--- config.mk ---
export PLATFORM = sky130hd
export DESIGN_NAME = bfifo_pos_gen
export DESIGN_NICKNAME = d
export VERILOG_FILES = /design/src/rtl/bfifo_pos_gen.sv
export SDC_FILE = /design/constraint.sdc
export NUM_CORES = 1
export LEC_CHECK = 0
export ABC_AREA = 0
export BUFFER_PORTS_ARGS = -buffer_cell sky130_fd_sc_hd__clkbuf_2
export CAP_MARGIN = 20
export CORE_UTILIZATION = 40
export CTS_BUF_LIST = sky130_fd_sc_hd__clkbuf_16
export DETAILED_ROUTE_END_ITERATION = 7
export PLACE_DENSITY = 0.73
export REMOVE_ABC_BUFFERS = 1
export SYNTH_ARGS = -nofsm -noshare
export SYNTH_HDL_FRONTEND = slang
export SYNTH_SLANG_ARGS = --single-unit
--- constraint.sdc ---
create_clock -name clk -period 3.1 [get_ports clk]
set_clock_uncertainty 0.15 [all_clocks]
set_input_delay 0.62 -clock clk [delete_from_list [all_inputs] [get_ports clk]]
set_output_delay 0.62 -clock clk [all_outputs]
set_load 0.01 [all_outputs]
--- src/rtl/bfifo_pos_gen.sv ---
// Raster coordinate generator feeding the boundary fake-pblk calculator.
// Optional BFIFO_POSGEN_BOUNDARY_ONLY_EN: emit only the right-column / bottom-row positions.
module bfifo_pos_gen #(
    parameter int UNIT = 4,
    parameter int CW   = 13
) (
    input  logic          clk,
    input  logic          rst,
    input  logic          start,
    input  logic [CW-1:0] pic_width_in_luma_samples,
    input  logic [CW-1:0] pic_height_in_luma_samples,
    output logic [CW-1:0] x1,
    output logic [CW-1:0] y1,
    output logic          pos_valid,
    input  logic          pos_ready,
    output logic          pos_last,
    output logic          busy,
    output logic          done,
    output logic          err,
    output logic [1:0]    dbg_state
);

    localparam logic [1:0] S_IDLE = 2'd0;
    localparam logic [1:0] S_SCAN = 2'd1;
    localparam logic [1:0] S_DONE = 2'd2;

    localparam logic [CW-1:0] W_UNIT = CW'(UNIT);
    localparam logic [CW-1:0] W_MASK = CW'(UNIT - 1);

    // Handshake: a position moves when pos_valid && pos_ready at a rising edge;
    // pos_valid is never withdrawn and x1/y1 are frozen until that transfer.

    logic [1:0]    r_state;
    logic [CW-1:0] r_w;
    logic [CW-1:0] r_h;
    logic [CW-1:0] r_x;
    logic [CW-1:0] r_y;
    logic          r_valid;
    logic          r_err;

    logic w_xfer;
    logic w_at_end;
    logic w_bad_dims;

    assign w_xfer     = r_valid && pos_ready;
    assign w_at_end   = (r_x == r_w) && (r_y == r_h);
    assign w_bad_dims = (pic_width_in_luma_samples == '0) ||
                        (pic_height_in_luma_samples == '0) ||
                        ((pic_width_in_luma_samples & W_MASK) != '0) ||
                        ((pic_height_in_luma_samples & W_MASK) != '0);

    always_ff @(posedge clk or posedge rst) begin
        if (rst) begin
            r_state <= S_IDLE;
            r_w     <= '0;
            r_h     <= '0;
            r_x     <= '0;
            r_y     <= '0;
            r_valid <= 1'b0;
            r_err   <= 1'b0;
        end else begin
            r_err <= 1'b0;
            case (r_state)
                S_IDLE: begin
                    if (start) begin
                        if (w_bad_dims) begin
                            r_err <= 1'b1;
                        end else begin
                            r_w     <= pic_width_in_luma_samples;
                            r_h     <= pic_height_in_luma_samples;
`ifdef BFIFO_POSGEN_BOUNDARY_ONLY_EN
                            r_x     <= pic_width_in_luma_samples;
`else
                            r_x     <= '0;
`endif
                            r_y     <= '0;
                            r_valid <= 1'b1;
                            r_state <= S_SCAN;
                        end
                    end
                end
                S_SCAN: begin
                    if (w_xfer) begin
                        if (w_at_end) begin
                            r_valid <= 1'b0;
                            r_state <= S_DONE;
                        end else begin
`ifdef BFIFO_POSGEN_BOUNDARY_ONLY_EN
                            // Walk down the right column, then sweep the bottom row from x=0.
                            if (r_y < r_h) begin
                                if ((r_y + W_UNIT) == r_h) begin
                                    r_x <= '0;
                                end
                                r_y <= r_y + W_UNIT;
                            end else begin
                                r_x <= r_x + W_UNIT;
                            end
`else
                            if (r_x < r_w) begin
                                r_x <= r_x + W_UNIT;
                            end else begin
                                r_x <= '0;
                                r_y <= r_y + W_UNIT;
                            end
`endif
                        end
                    end
                end
                S_DONE: begin
                    r_state <= S_IDLE;
                end
                default: begin
                    r_state <= S_IDLE;
                    r_valid <= 1'b0;
                end
            endcase
        end
    end

    assign x1        = r_x;
    assign y1        = r_y;
    assign pos_valid = r_valid;
    assign pos_last  = r_valid && w_at_end;
    assign busy      = (r_state == S_SCAN);
    assign done      = (r_state == S_DONE);
    assign err       = r_err;
    assign dbg_state = r_state;

endmodule

==> reports/results.ini, run 1 <==
[floorplanning]
die_w_um=86.8
die_h_um=86.8
ios=63
core_um2=6870
start_util_pct=41.9
rows=30
die_area_um2=7540

[yosys]
synth_common_cells=dfrtp_1 (52), mux2_2 (22), inv_1 (21)
synth_edf_count=0
synth_cell_types=41
synth_seq_cells=52
yosys-top-cells-area=dfrtp_1 (45%), mux2_2 (8.6%), ha_1 (5.6%)
synth_top_area_share_pct=45.2
synth_area_um2=2880
avgSynthCellArea_um2=9.86
yosysWarnings=0
async_flop_share_pct=100
ys.flop_type=dfrtp_1
ys_seq_area_share_pct=45.2
synth.most_common_cell=dfrtp_1
synth_cells=292
yosysTopAreaCell=dfrtp_1

[setup_path]
cp.arrival_ps=2100
endpoint_kind=output port
worst_r2r_endpoint=y1[10]
path_common_cell=nor3_1
r2r-start=x1[2]
reg2reg_depth=8
worstPathRequired_ps=2330
max_stage_delay_ps=440
slowest_stage=dfrtp_1
critPathKind=reg2out
crit_chain=ha_1 > or3b_4 > nor3_1 > nand3_1 > nor3_1 > clkbuf_2
reg2reg_slack_ps=420
worstSetupStartpointType=flop
cp_max_fo=6

[global_routing]
grt.total_usage_pct=19.3
grt_pass1_wl_um=11200
antenna_found_initial=0
grt_pass1_vias=2265
grt_remaining_overflow=0
grt_max_degree=32

[layout]
layout-drive-gt1-share_pct=28.4
syn_to_final_growth_pct=19.2
multi_input_area_um2=1430
diodes=0
finalNonFillerCells=448
ff_latch_area_um2=1300
final_nets=394
nFillCells=642

[sta]
relSlewSlack_pct=64.9
period_needed_ps=2870
fin_crit_sh_pct=92.5
tightest_slew_ps=527
max_freq_ghz=0.349
rsz0062_at_grt=no
slew_violations=0
setup_violations=0
final-hold-violation-count=0
timing.setup.tns_ps=0

[placement]
hpwl_um=5130
place_inst=440
gp_congestion=0.861
port_buffers=58

[drt]
vias_per_cell=5.47
remaining_drc_errors=0
ant_nets=0
wirelength_um=6830
first_pass_iters=5
wl_per_cell_um=15.3
drtIter0Drc=146
route.vias.total=2449

[power]
p_leak_nw=1.70
ir_drop_mv=0.247
pwr_density_cell_nw_per_um2=535

[clock_tree]
cts.sinks=52
numCtsBuffers=5
post_cts_resized=0
root_buffer=clkbuf_16
clkTransAtPathRegs_ps=70
cts_setup_buffers=0
cts_tree=done
cts_max_path_buffers=2
clk_latency_ps=290
cts.hold.buffers_added=0
h-tree-depth=2

[min_path]
hp-class=in2async

[run_status]
status=finished clean

[job]
drv_cap=0

registers in the layout, indices dropped and copies added (netlist names):
signal     flops
r_h           13
r_w           13
x1            11
y1            11
dbg_state      2
err            1
pos_valid      1
power by group:
group | total, mW | internal (mW) | switching [mW]
Combinational | 0.418 | 0.172 | 0.246
Sequential | 0.798 | 0.716 | 0.0815
Clock | 0.622 | 0.377 | 0.245
worst max path at each step:
stage,to,depth (start not counted),startpoint,slack [ps]
6_report,pos_last,6,x1[2],230
5_1_grt,pos_last,6,x1[2],130
4_1_cts,pos_last,6,x1[2],240
3_5_place_dp,x1[4],7,x1[10],470
3_3_place_gp,y1[6],8,x1[10],520
2_1_floorplan,x1[10],6,pic_width_in_luma_samples[11],-80
metal layers:
metal | vias to the layer above | wire length, um | track usage (%)
li1 | 1165 | - | -
met1 | 1190 | 3150 | 26.6
met2 | 81 | 3230 | 31.1
met3 | 13 | 323 | 3.05
met4 | 0 | 134 | 6.21
met5 | - | 0 | 0
cell type report:
class / instances / share of cell area [%]
Clock buffer: 5 / 3.65
Sequential cell: 52 / 37.9
Clock inverter: 3 / 1.13
Timing Repair Buffer: 64 / 9.77
Inverter: 22 / 2.41
Multi-Input combinational cell: 206 / 41.6
Tap cell: 96 / 3.50
cells by family (layout without fill, tap and decap cells):
group                    count (synthesis)  after routing  synth area share (%)
multiplexers                            22             22                  8.61
flip-flops                              52             52                  45.2
adder cells (fa/ha/maj)                 13             13                  5.65
XOR/XNOR                                11             11                  3.35
AND/OR/NAND/NOR                        102            102                  19.5
AO/OA/AOI/OAI                           54             54                  12.0
other                                    1              4                 0.130
buffers and inverters                   37             94                  5.56
metrics by stage:
step           util [%]  setup WS (ps)  instance area, um2  hold slack, ps  total power, mW
3_3_place_gp       47.6            524                3270             319             1.21
5_1_grt            50.0            127                3430             226             1.92
3_5_place_dp       47.6            465                3270             330             1.22
4_1_cts            50.0            240                3430             187             1.84
6_report           50.0            232                3430             169             1.84
2_1_floorplan         -          -84.8                2810             295             1.06
layout by cell type (no fill, tap or decap), drive strengths merged, types with 13 or more instances in the layout:
| master | n |
|---|---|
| nor3 | 15 |
| nand2 | 20 |
| ha | 13 |
| mux2 | 22 |
| inv | 22 |
| dfrtp | 52 |
| o31ai | 14 |
| clkbuf | 63 |
| nand3 | 13 |
worst max-delay path: cells and delay by family (launching register included):
family,cells,cell delay [ps]
flops,1,440
fa+ha+maj,1,300
buf+inv,1,170
simple gates,4,890
Note: power is estimated with default switching activity, not from simulation.
==> run 2, diff against run 1 <==
Settings changed: CORE_MARGIN set to 4, CORE_UTILIZATION 40 to 25, PLACE_DENSITY 0.73 to 0.54.
==> run 2 against run 1 <==
  * Largest cell class unchanged
  * Cell count grew 11%
  * Die area grew 76%
  * Largest power group unchanged
  * Highest routed layer unchanged
  * Critical path depth is the same
  * Critical endpoint unchanged
==> reports/results.ini, run 2 (same netlist as run 1, synthesis figures left out) <==
[run_status]
status=finished clean

[global_routing]
grt_pass1_wl_um=12300
grt_remaining_overflow=0
grt_max_degree=31
grt.total_usage_pct=11.7
antenna_found_initial=0
grt_pass1_vias=2427

[placement]
port_buffers=58
dp_worst_setup_slack_ps=320
hpwl_um=5920
place_inst=488
gp_congestion=0.797

[sta]
fin_crit_sh_pct=92.2
slew_violations=0
setup_ws_ps=242
final-hold-violation-count=0
max_freq_ghz=0.350
holdWs_ps=233
rsz0062_at_grt=no
setup_violations=0
tightest_slew_ps=643
period_needed_ps=2860
timing.setup.tns_ps=0
relSlewSlack_pct=57.1

[layout]
layout-drive-gt1-share_pct=29.2
syn_to_final_growth_pct=21.7
final_nets=398
post-route-util_pct=31.8
finalNonFillerCells=496
final_common_cell=clkbuf_2
nFillCells=1145
diodes=0
top_regs=r_h: 13 flops, r_w: 13 flops
final_cell_mix=clkbuf_2 (58), dfrtp_1 (52), mux2_2 (22)

[drt]
first_pass_iters=4
remaining_drc_errors=0
vias_per_cell=4.80
wirelength_um=7450
wl_per_cell_um=15.0
route.vias.total=2380
ant_nets=0
drtIter0Drc=110

[setup_path]
worstSetupStartpointType=flop
cp_max_fo=6
endpoint_kind=output port
crit_chain=ha_1 > or3b_4 > nor3_1 > nand3_1 > nor3_1 > clkbuf_2
max_stage_delay_ps=440
worst_r2r_endpoint=x1[8]
worstPathRequired_ps=2330
r2r-start=x1[6]
critPathKind=reg2out
path_common_cell=nor3_1
slowest_stage=dfrtp_1
reg2reg_depth=7
reg2reg_slack_ps=300
cp.arrival_ps=2090

[floorplanning]
core_um2=11000
start_util_pct=26.1
rows=38
die_area_um2=13300
ios=63
die_h_um=115
die_w_um=115

[clock_tree]
clk_latency_ps=290
numCtsBuffers=5
h-tree-depth=2
cts.sinks=52
clkTransAtPathRegs_ps=70
cts_max_path_buffers=2
root_buffer=clkbuf_16
post_cts_resized=0
cts_tree=done
cts.hold.buffers_added=0
cts_setup_buffers=0

[min_path]
hp-class=in2async

[power]
p_leak_nw=1.72
ir_drop_mv=0.228
pwr_density_cell_nw_per_um2=503

[job]
drv_cap=0

run 2: stage by stage:
step / power [mW] / instance area (um2)
floorplan: 1.06 / 2810
global placement: 1.23 / 3370
detailed placement: 1.24 / 3370
CTS: 1.78 / 3500
global route: 1.87 / 3500
finish: 1.76 / 3500
run 2: final cells by class:
type	instances	area [um2]	share of cell area [%]
tap	140	175	5.00
timing repair buffer	68	378	10.8
inverter	22	82.6	2.36
multi-input combinational	206	1430	40.8
clock inverter	3	13.8	0.393
sequential	52	1300	37.1
clock buffer	5	125	3.57
run 2: worst max-delay path by stage:
| stage | slack [ps] | cells past startpoint | to | startpoint |
|---|---|---|---|---|
| global placement | 350 | 7 | x1[4] | x1[6] |
| detailed placement | 320 | 7 | x1[9] | x1[6] |
| global route | 100 | 7 | pos_last | x1[6] |
| floorplan | -80 | 6 | x1[10] | pic_width_in_luma_samples[11] |
| finish | 240 | 6 | pos_last | x1[2] |
| CTS | 220 | 6 | pos_last | x1[2] |
run 2: routing by layer:
layer  track usage [%]  routed length [um]  vias to the layer above
li1                  -                   -                     1168
met1              15.5                3550                     1149
met2              19.1                3550                       58
met3              2.53                 267                        5
met4              3.60                  81                        0
met5                 0                   0                        -
run 2: report_power, final:
| group | total (mW) | switching (mW) | internal, mW |
|---|---|---|---|
| Combinational | 0.427 | 0.253 | 0.174 |
| Clock | 0.543 | 0.249 | 0.294 |
| Sequential | 0.792 | 0.0760 | 0.716 |
run 2: worst max-delay path: cells and delay by family, from the launching register on:
family                   cells  cell delay (ps)
adder cells (fa/ha/maj)      1              300
buffers and inverters        1              160
flip-flops                   1              440
AND/OR/NAND/NOR              4              900
